===== config.mk =====
export PLATFORM = sky130hd
export DESIGN_NAME = memory_arbiter
export DESIGN_NICKNAME = d
export VERILOG_FILES = /design/src/rtl/cpu_types_pkg.sv /design/src/rtl/memory_arbiter.sv
export SDC_FILE = /design/constraint.sdc
export NUM_CORES = 1
export LEC_CHECK = 0
export CAP_MARGIN = 25
export CORE_AREA = 3 3 103 105
export CTS_BUF_LIST = sky130_fd_sc_hd__clkbuf_4 sky130_fd_sc_hd__clkbuf_8
export DETAILED_ROUTE_END_ITERATION = 10
export DIE_AREA = 0 0 106 108
export GPL_TIMING_DRIVEN = 0
export HOLD_SLACK_MARGIN = 0.08
export PLACE_DENSITY = 0.68
export SYNTH_ARGS = -nofsm -noshare
export SYNTH_HDL_FRONTEND = slang
export SYNTH_SLANG_ARGS = --single-unit

===== constraint.sdc =====
create_clock -name CLK -period 2.3 [get_ports CLK]
set_input_delay 0.345 -clock CLK [delete_from_list [all_inputs] [get_ports CLK]]
set_output_delay 0.345 -clock CLK [all_outputs]
set_load 0.005 [all_outputs]

===== src/rtl/cpu_types_pkg.sv =====
// Shared CPU memory-interface types: RAM handshake states, arbiter grant
// states and the machine word.
package cpu_types_pkg;

    localparam int unsigned WORD_W   = 32;
    localparam int unsigned STREAK_W = 4;
    localparam int unsigned TIMER_W  = 8;

    typedef logic [WORD_W-1:0] word_t;

    typedef enum logic [1:0] {
        FREE   = 2'd0,
        BUSY   = 2'd1,
        ACCESS = 2'd2,
        ERROR  = 2'd3
    } ramstate_t;

    typedef enum logic [1:0] {
        IDLE = 2'd0,
        IGNT = 2'd1,
        DGNT = 2'd2
    } arb_state_t;

endpackage


===== src/rtl/memory_arbiter.sv =====
// Single-port RAM arbiter between instruction fetch and data access.
// One registered grant drives the RAM strobes; data requests win unless the
// fetch has been starved for DATA_STREAK_MAX consecutive data grants. A grant
// that sees no ACCESS within TIMEOUT cycles, or sees ERROR, is aborted and
// flags the sticky err bit.
module memory_arbiter
    import cpu_types_pkg::*;
#(
    parameter int unsigned DATA_STREAK_MAX = 4,
    parameter int unsigned TIMEOUT         = 255
) (
    input  logic      CLK,
    input  logic      RST,
    input  logic      iREN,
    input  word_t     iaddr,
    output logic      iwait,
    output word_t     iload,
    input  logic      dREN,
    input  logic      dWEN,
    input  word_t     daddr,
    input  word_t     dstore,
    output logic      dwait,
    output word_t     dload,
    output logic      ramREN,
    output logic      ramWEN,
    output word_t     ramaddr,
    output word_t     ramstore,
    input  word_t     ramload,
    input  ramstate_t ramstate,
    output logic      err
);

    localparam logic [STREAK_W-1:0] STREAK_LIMIT = STREAK_W'(DATA_STREAK_MAX);
    localparam logic [STREAK_W-1:0] STREAK_SAT   = {STREAK_W{1'b1}};
    localparam logic [TIMER_W-1:0]  TIMER_LAST   = TIMER_W'(TIMEOUT - 1);
    localparam logic [TIMER_W-1:0]  TIMER_SAT    = {TIMER_W{1'b1}};

    arb_state_t            r_state;
    logic [STREAK_W-1:0]   r_streak;
    logic [TIMER_W-1:0]    r_timer;
    logic                  r_err;

    arb_state_t            w_next_state;
    logic                  w_err_set;
    logic                  w_dreq;
    logic                  w_access;
    logic                  w_req_active;
    logic                  w_fetch_starved;

    assign w_dreq          = dREN | dWEN;
    assign w_access        = (ramstate == ACCESS);
    // Streak beyond the limit (data-only traffic) must also yield to a fetch.
    assign w_fetch_starved = iREN & (r_streak >= STREAK_LIMIT);
    assign w_req_active    = ((r_state == IGNT) & iREN) | ((r_state == DGNT) & w_dreq);

    // Next grant and abort decision.
    always_comb begin
        w_next_state = r_state;
        w_err_set    = 1'b0;
        case (r_state)
            IDLE: begin
                if (w_dreq && !w_fetch_starved) begin
                    w_next_state = DGNT;
                end else if (iREN) begin
                    w_next_state = IGNT;
                end else begin
                    w_next_state = IDLE;
                end
            end
            IGNT, DGNT: begin
                if (!w_req_active) begin
                    // Requester withdrew: drop the grant silently.
                    w_next_state = IDLE;
                end else if (w_access) begin
                    w_next_state = IDLE;
                end else if (ramstate == ERROR) begin
                    w_next_state = IDLE;
                    w_err_set    = 1'b1;
                end else if (r_timer == TIMER_LAST) begin
                    w_next_state = IDLE;
                    w_err_set    = 1'b1;
                end else begin
                    w_next_state = r_state;
                end
            end
            default: begin
                w_next_state = IDLE;
            end
        endcase
    end

    // Grant register and sticky error flag.
    always_ff @(posedge CLK) begin
        if (RST) begin
            r_state <= IDLE;
            r_err   <= 1'b0;
        end else begin
            r_state <= w_next_state;
            r_err   <= r_err | w_err_set;
        end
    end

    // Consecutive data-grant streak, updated only when arbitrating.
    always_ff @(posedge CLK) begin
        if (RST) begin
            r_streak <= {STREAK_W{1'b0}};
        end else if (r_state == IDLE) begin
            if (w_next_state == DGNT) begin
                r_streak <= (r_streak == STREAK_SAT) ? r_streak : r_streak + 4'd1;
            end else begin
                r_streak <= {STREAK_W{1'b0}};
            end
        end else begin
            r_streak <= r_streak;
        end
    end

    // Grant timeout counter: zero while idle, counts granted cycles without ACCESS.
    always_ff @(posedge CLK) begin
        if (RST) begin
            r_timer <= {TIMER_W{1'b0}};
        end else if (r_state == IDLE) begin
            r_timer <= {TIMER_W{1'b0}};
        end else if (w_req_active && !w_access && (r_timer != TIMER_SAT)) begin
            r_timer <= r_timer + 8'd1;
        end else begin
            r_timer <= r_timer;
        end
    end

    // RAM strobes follow the grant and drop as soon as the request is withdrawn.
    always_comb begin
        ramREN   = 1'b0;
        ramWEN   = 1'b0;
        ramaddr  = 32'h0000_0000;
        ramstore = 32'h0000_0000;
        case (r_state)
            IGNT: begin
                if (iREN) begin
                    ramREN  = 1'b1;
                    ramaddr = iaddr;
                end else begin
                    ramREN  = 1'b0;
                end
            end
            DGNT: begin
                if (w_dreq) begin
                    ramaddr  = daddr;
                    ramstore = dstore;
                    ramWEN   = dWEN;
                    // A simultaneous write suppresses the read.
                    ramREN   = dREN & ~dWEN;
                end else begin
                    ramREN   = 1'b0;
                end
            end
            default: begin
                ramREN = 1'b0;
            end
        endcase
    end

    assign iwait = iREN & ~((r_state == IGNT) & w_access);
    assign dwait = w_dreq & ~((r_state == DGNT) & w_access);
    assign iload = ramload;
    assign dload = ramload;
    assign err   = r_err;

endmodule


==> results by group, run 1 <==
Drt
  – Final ANT Viol Nets: 0
  – Final WL: between 10000 and 15000 um
  – Routed vias: between 3000 and 4000
  – 1st-iter DRT viols: 129
  – Initial DRT Pass Iterations: 4
  – WL/cell: 16.71 um
  – # DRC: 0
  – Via density: roughly 4.4

Setup path
  – Critical path launch point type: flop
  – Crit Path Category: flop to primary output
  – Critical-path cell list: buf_4 > ha_4 > o21a_4 > clkbuf_16 > buf_8 > and2_1 > clkdlybuf4s50_1
  – Max stage delay on crit path: 430 ps
  – Worst path top cell family by delay: buffers and inverters
  – Setup crit end kind: primary output
  – Crit path depth: 7
  – Worst-path maximum fanout: 6
  – CP max stage cell: clkdlybuf4s50_1
  – WP buf/inv: 4
  – Worst Reg-to-Reg Cells: 9
  – Critical Path AT: approximately 1900 ps
  – CP Data Required Time: slightly below 2000 ps

STA
  – Max-slew violations: 0
  – Worst slew margin: 0.5365
  – RSZ-0062 raised after global routing: true
  – Final Critical Period: around 2300 ps
  – Setup Skew: 2.397 ps
  – Maximum clock frequency: 443.9 MHz
  – Setup-failing EPs final: 0
  – Worst Tran Pin Value: 688.8 ps
  – Period utilization: 0.9795
  – Final hold violation count: 0

Synthesis
  – Ys async rst share: 0
  – Post-synth top cells: buf_4 (64), and2_1 (35), nor2b_1 (34), a22oi_1 (32), dfxtp_1 (15)
  – Top cells by area, synth: buf_4 (22%), dfxtp_1 (14%), a22oi_1 (11%), and2_1 (10%), nor2b_1 (9.7%)
  – Synth area leader: buf_4
  – Netlist cell types: 45
  – EDFF count, synth: 0
  – Yosys warns: 0
  – Count leader, synth: buf_4
  – Synthesized flop and latch total: 15
  – Synthesized area per cell: between 7 and 8 um^2
  – Synth Cell Area: ~0.0022 mm^2
  – Top_reg_cell synth: dfxtp_1
  – Post-synthesis sequential area ratio: 0.1374
  – Top cell type's share of synthesized area: 0.2198
  – Syn Nets: 436
  – Post-Syn Instances: about 300

Min path
  – Worst Hold Depth: 2
  – HP Class: flop to flop

Finish
  – Nets@finish: about 700
  – Proportion of layout cells with a drive suffix above 1: 0.2204
  – # diodes: 0
  – Area grow syn2layout: 134.1%
  – Layout fillers: 926
  – Final Non-Filler Cells: around 680

Clocking
  – Worst-path clk slew: approximately 60 ps
  – # H-tree levels: 1
  – Root buf cell: clkbuf_8
  – # clock sinks: 15
  – CTS Buffer Depth: 2
  – TritonCTS clock tree: done
  – Worst-skew pair later-pin latency: 250 ps
  – CTS Buf Count: 3

Power
  – Pleak: approximately 0.0025 uW
  – Int Power: a little over 900 uW
  – Peak VDD IR: roughly 0.17 mV
  – Sw Ratio: 0.2788
  – Combinational Power Share: 0.606
  – Tot Pwr: 1262 uW
  – P_sw: 351.9 uW
  – Clock Power Share: 0.174
  – Flop pwr share: 0.219
  – Pwr dens: approximately 250 mW/mm^2

Floorplan
  – Total die area: about 0.011 mm^2
  – Starting Density: 0.2247
  – Row count: 36
  – Core Region: just under 0.01 mm^2
  – I/O pin count: approximately 270
  – Die span in x: ~110 um
  – Height of the die: ~110 um

Placement
  – GPL Wtd Cong: 0.7849
  – PortBufs: 235
  – Placed Instances: around 660
  – Final HPWL DP: just under 10000 um

Global route
  – First-pass GRT wire length: ~16000 um
  – GR peak layer: met2
  – Total GRT Usage: 0.1750
  – Vias in the first global route: a little under 3000
  – M3 GR Usage: 0.05612
  – Met2 Use GR: 0.3128
  – Initial antenna violation count: 0
  – GRT met1 Usage: 0.2119
  – Gr ovfl total: 0
  – Largest net degree at the start of global routing: 11

Run status
  – Outcome: complete, no violations

Run
  – Max-Cap Viols: 0
cell families after synthesis:
logic type | Yosys count | share of synthesized area
XOR/XNOR | 1 | 0.004008
flip-flops | 15 | 0.1374
AO/OA/AOI/OAI | 67 | 0.2244
adder cells (fa/ha/maj) | 7 | 0.04007
AND/OR/NAND/NOR | 118 | 0.3257
multiplexers | 2 | 0.009731
buffers and inverters | 84 | 0.2587
cell type report:
| type | count | area, um^2 | share of cell area |
|---|---|---|---|
| buffer | 81 | 679.4 | 0.1328 |
| clock buffer | 3 | 41.29 | 0.008068 |
| clock inverter | 1 | 5.005 | 0.0009780 |
| inverter | 3 | 16.27 | 0.003178 |
| multi-input combinational | 195 | 1395 | 0.2726 |
| sequential | 15 | 307.8 | 0.06015 |
| tap | 133 | 166.4 | 0.03252 |
| timing repair buffer | 251 | 2506 | 0.4897 |
worst paths after layout:
check	slack, ps	end	startpoint
worst max register to register	300	r_streak[0]	r_state[1]
worst min-delay path	500	r_timer[4]	r_timer[4]
worst max-delay path	50	ramstore[0]	r_state[1]
worst min register to register	500	r_timer[4]	r_timer[4]
layout by cell type, fill, tap and decap left out, types with 2 or more instances in the layout:
master,instances
nand2b_1,5
and2_1,33
nand3_1,4
buf_8,4
dfxtp_4,2
o211ai_1,2
nor2_1,6
or4_1,4
o31ai_1,6
buf_6,2
a22oi_2,5
o21ai_2,2
dlymetal6s2s_1,27
a22oi_1,27
ha_1,4
clkdlybuf4s15_1,5
nand2_1,10
and2_4,2
nand3b_1,3
and3_1,2
or3_1,5
a21oi_1,7
nor4_1,2
o21ai_0,6
clkbuf_8,6
clkdlybuf4s50_1,168
ha_4,3
dlygate4sd2_1,32
dfxtp_1,13
clkbuf_16,3
buf_4,79
nand4_1,3
nor2b_1,34
clkbuf_1,3
clkbuf_2,5
registers in the layout (all words and copies together), names as in the netlist:
register,flops
err,1
r_state,2
r_streak,4
r_timer,8
worst min-delay path: stages (launching register included):
cell and delay, ps:
dfxtp_1 330, o31ai_1 70, a21oi_1 60
per-layer routing:
metal,vias up,wire length (um)
met5,-,0
met4,0,80
met3,10,1076
met2,162,5747
met1,1350,4494
li1,1483,-
power by group through the flow:
stage	Sequential, uW	Clock, uW	Combinational (uW)
final	277	220	765
after global routing	278	237	823
after CTS	278	230	744
after detailed placement	282	0	715
after global placement	282	0	707
after floorplan	280	0	270
timing repair:
item,in CTS,in global routing
setup endpoints to repair,65,33
hold buffers,0,0
buffers inserted,6,8
gates resized for setup,88,51
gates cloned,0,2
per-stage QoR:
| stage | instance area (um^2) | hold WS (ps) | util | setup WS (ps) | TNS, ps |
|---|---|---|---|---|---|
| 6_report | 5117 | 498.4 | 0.5260 | 47.10 | 0 |
| 3_3_place_gp | 4705 | 471.1 | 0.4835 | -779.2 | -39700 |
| 4_1_cts | 4910 | 506.1 | 0.5046 | -50.36 | -194.8 |
| 5_1_grt | 5117 | 517.2 | 0.5260 | -17.73 | -45.81 |
| 3_5_place_dp | 4705 | 492.4 | 0.4835 | -816.1 | -41810 |
| 2_1_floorplan | 2186 | 451.7 | - | 413.7 | 0 |
Power figures use the tool's default switching activity.
==> run 2, diff against run 1 <==
--- a/config.mk
+++ b/config.mk
@@ -8,6 +8,7 @@
 export CAP_MARGIN = 25
 export CORE_AREA = 3 3 103 105
 export CTS_BUF_LIST = sky130_fd_sc_hd__clkbuf_4 sky130_fd_sc_hd__clkbuf_8
+export CTS_CLUSTER_DIAMETER = 60
 export DETAILED_ROUTE_END_ITERATION = 10
 export DIE_AREA = 0 0 106 108
 export GPL_TIMING_DRIVEN = 0
@@ -16,3 +17,4 @@
 export SYNTH_ARGS = -nofsm -noshare
 export SYNTH_HDL_FRONTEND = slang
 export SYNTH_SLANG_ARGS = --single-unit
+export TNS_END_PERCENT = 30
==> run 2 against run 1 <==
Compared with the run above:
- clock power is essentially flat
- worst setup slack got worse by 46 ps
- worst hold slack about the same
- sequential cell count unchanged
- global-route usage unchanged
- first-iteration DRC count is 19% lower
- cell area decreased by 0.81%
- total power down 0.92%
- register-to-register slack worse by 40 ps
- critical path type unchanged
- largest power group unchanged
==> results by group, run 2 (synthesis gave the netlist of run 1 again) <==
Setup path
  – Critical path launch point type: flop (unchanged)
  – CP Data Required Time: 1960 ps (about the same)
  – Critical-path cell list: inv_2 > ha_4 > and2_1 > buf_6 > buf_4 > a22oi_2 > nor2b_1 > clkdlybuf4s50_1 (was buf_4 > ha_4 > o21a_4 > clkbuf_16 > buf_8 > and2_1 > clkdlybuf4s50_1)
  – Worst Reg-to-Reg Cells: 9 (unchanged)
  – CP max stage cell: clkdlybuf4s50_1 (unchanged)
  – Critical Path Start: r_state[1] (unchanged)
  – Reg-to-Reg End: r_streak[0] (unchanged)
  – Worst-path maximum fanout: 6 (unchanged)
  – Max stage delay on crit path: 530 ps (was 430 ps)
  – Worst path top cell family by delay: buffers and inverters (unchanged)
  – Worst r2r src: r_state[1] (unchanged)
  – R2R setup slack: 260 ps (was 300 ps)
  – Crit Path Category: flop to primary output (unchanged)
  – WP buf/inv: 4 (unchanged)
  – Setup crit end kind: primary output (unchanged)
  – Critical Path AT: 1950 ps (was 1910 ps)

Global route
  – Largest net degree at the start of global routing: 11 (unchanged)
  – Total GRT Usage: 0.1750 (unchanged)
  – First-pass GRT wire length: 15650 um (unchanged)
  – Vias in the first global route: 2907 (unchanged)
  – Gr ovfl total: 0 (unchanged)
  – Initial antenna violation count: 0 (unchanged)

Drt
  – Routed vias: 3008 (was 3005)
  – Final WL: 11450 um (was 11400 um)
  – Final ANT Viol Nets: 0 (unchanged)
  – Initial DRT Pass Iterations: 4 (unchanged)
  – 1st-iter DRT viols: 104 (was 129)
  – Via density: 4.443 (was 4.406)
  – WL/cell: 16.91 um (was 16.71 um)
  – # DRC: 0 (unchanged)

Clocking
  – CTS Hold Bufs: 0 (unchanged)
  – TritonCTS clock tree: done (unchanged)
  – CTS Buf Count: 3 (unchanged)
  – Worst-path clk slew: 60 ps (about the same)
  – Worst-skew pair later-pin latency: 250 ps (about the same)
  – # H-tree levels: 1 (unchanged)
  – # clock sinks: 15 (unchanged)
  – CTS Buffer Depth: 2 (unchanged)
  – Root buf cell: clkbuf_8 (unchanged)

Floorplan
  – Row count: 36 (unchanged)
  – Starting Density: 0.2247 (unchanged)
  – Core Region: 0.009729 mm^2 (unchanged)
  – Die span in x: 106 um (unchanged)
  – Height of the die: 108 um (unchanged)
  – Total die area: 0.01145 mm^2 (unchanged)
  – I/O pin count: 268 (unchanged)

Finish
  – Post-route cell area: 0.005076 mm^2 (was 0.005117 mm^2)
  – # diodes: 0 (unchanged)
  – Area grow syn2layout: 132.2% (was 134.1%)
  – Post-layout util: 0.5217 (was 0.5260)
  – Commonest cells after routing, fill and taps aside: clkdlybuf4s50_1 (169), buf_4 (74), nor2b_1 (34) (was clkdlybuf4s50_1 (168), buf_4 (79), nor2b_1 (34))
  – Reg with most FFs: r_timer (unchanged)
  – Max FFs per register: 8 (unchanged)
  – Proportion of layout cells with a drive suffix above 1: 0.2151 (was 0.2204)
  – Top Registers: r_timer (8), r_streak (4), r_state (2) (unchanged)
  – Commonest non-fill, non-tap cell in the layout: clkdlybuf4s50_1 (unchanged)
  – Nets@finish: 687 (was 692)

Placement
  – DP Area: 0.004705 mm^2 (unchanged)
  – PortBufs: 235 (unchanged)
  – Final HPWL DP: 9766 um (unchanged)
  – GPL Wtd Cong: 0.7849 (unchanged)

Power
  – Peak VDD IR: 0.1696 mV (was 0.1697 mV)
  – Pwr dens: 246.4 mW/mm^2 (was 246.6 mW/mm^2)
  – Pleak: 0.002461 uW (was 0.002508 uW)

STA
  – Worst slew margin: 0.5393 (was 0.5365)
  – Final Critical Period: 2299 ps (was 2253 ps)
  – RSZ-0062 raised after global routing: true (unchanged)
  – Worst Tran Pin Value: 684.7 ps (was 688.8 ps)
  – Max-slew violations: 0 (unchanged)
  – Setup Skew: 1.927 ps (was 2.397 ps)
  – Final hold violation count: 0 (unchanged)
  – Setup-failing EPs final: 0 (unchanged)
  – Maximum clock frequency: 434.9 MHz (was 443.9 MHz)
  – Period utilization: 0.9997 (was 0.9795)

Min path
  – Hold Path Sink: r_timer[4] (unchanged)
  – Worst hold path startpoint: r_timer[4] (unchanged)
  – Worst Hold Depth: 2 (unchanged)
  – HP Class: flop to flop (unchanged)

Run
  – Max-Cap Viols: 0 (unchanged)

Run status
  – Outcome: complete, no violations (unchanged)
run 2: changes by cell type in the layout (fill, tap and decap cells not counted), sizes merged:
| cell | previous run | this run |
|---|---|---|
| buf | 85 | 80 |
| clkbuf | 18 | 17 |
| clkdlybuf4s50 | 168 | 169 |
| dlygate4sd2 | 32 | 33 |
| dlymetal6s2s | 27 | 26 |
run 2: area by class of cell:
cell class                      count  area [um^2]
Buffer                             81        681.9
Clock buffer                        3        41.29
Clock inverter                      1        5.005
Fill cell                         930         4653
Inverter                            3        16.27
Multi-Input combinational cell    195         1405
Sequential cell                    15        307.8
Tap cell                          133        166.4
Timing Repair Buffer              246         2452
run 2: worst min-delay path, delay by kind of cell, from the launching register on:
| kind | cells | cell delay, ps |
|---|---|---|
| compound gates | 2 | 130 |
| flops | 1 | 330 |
run 2: stage by stage:
step / TNS (ps) / total power, uW / cells / worst slack (ps) / hold WS [ps]
2_1_floorplan: 0 / 549.8 / 294 / 413.7 / 451.7
3_3_place_gp: -39700 / 988.6 / 662 / -779.2 / 471.1
3_5_place_dp: -41810 / 997.7 / 662 / -816.1 / 492.4
4_1_cts: -194.8 / 1252 / 672 / -50.36 / 506.1
5_1_grt: -103.0 / 1326 / 677 / -78.44 / 517.2
6_report: 0 / 1251 / 677 / 0.6379 / 498.4
run 2: layer usage:
metal / GRT usage / part of all wire
met1: 0.2119 / 0.40
met3: 0.05612 / 0.088
met2: 0.3128 / 0.51
met4: 0.02128 / 0.0066
met5: 0 / 0
run 2: what timing repair did:
item                                    CTS  global route
pin swaps                                 0             0
buffers inserted                          6             4
resized for setup                        88            51
cloned                                    0             1
endpoints found under the setup margin   65            33
run 2: worst max-delay path by stage:
stage | to | slack (ps) | depth (start not counted)
2_1_floorplan | ramaddr[10] | 410 | 7
3_3_place_gp | ramaddr[30] | -780 | 7
3_5_place_dp | ramaddr[30] | -820 | 7
4_1_cts | ramaddr[6] | -50 | 8
5_1_grt | ramaddr[19] | -80 | 8
6_report | ramaddr[19] | 0.6 | 8
run 2: power breakdown:
group | total [uW] | leakage (uW) | switching [uW] | internal, uW
registers | 278 | 0.000123 | 10.7 | 267
logic | 753 | 0.00231 | 242 | 512
clock network | 219 | 0.0000255 | 99.2 | 120
total | 1250 | 0.00246 | 351 | 899
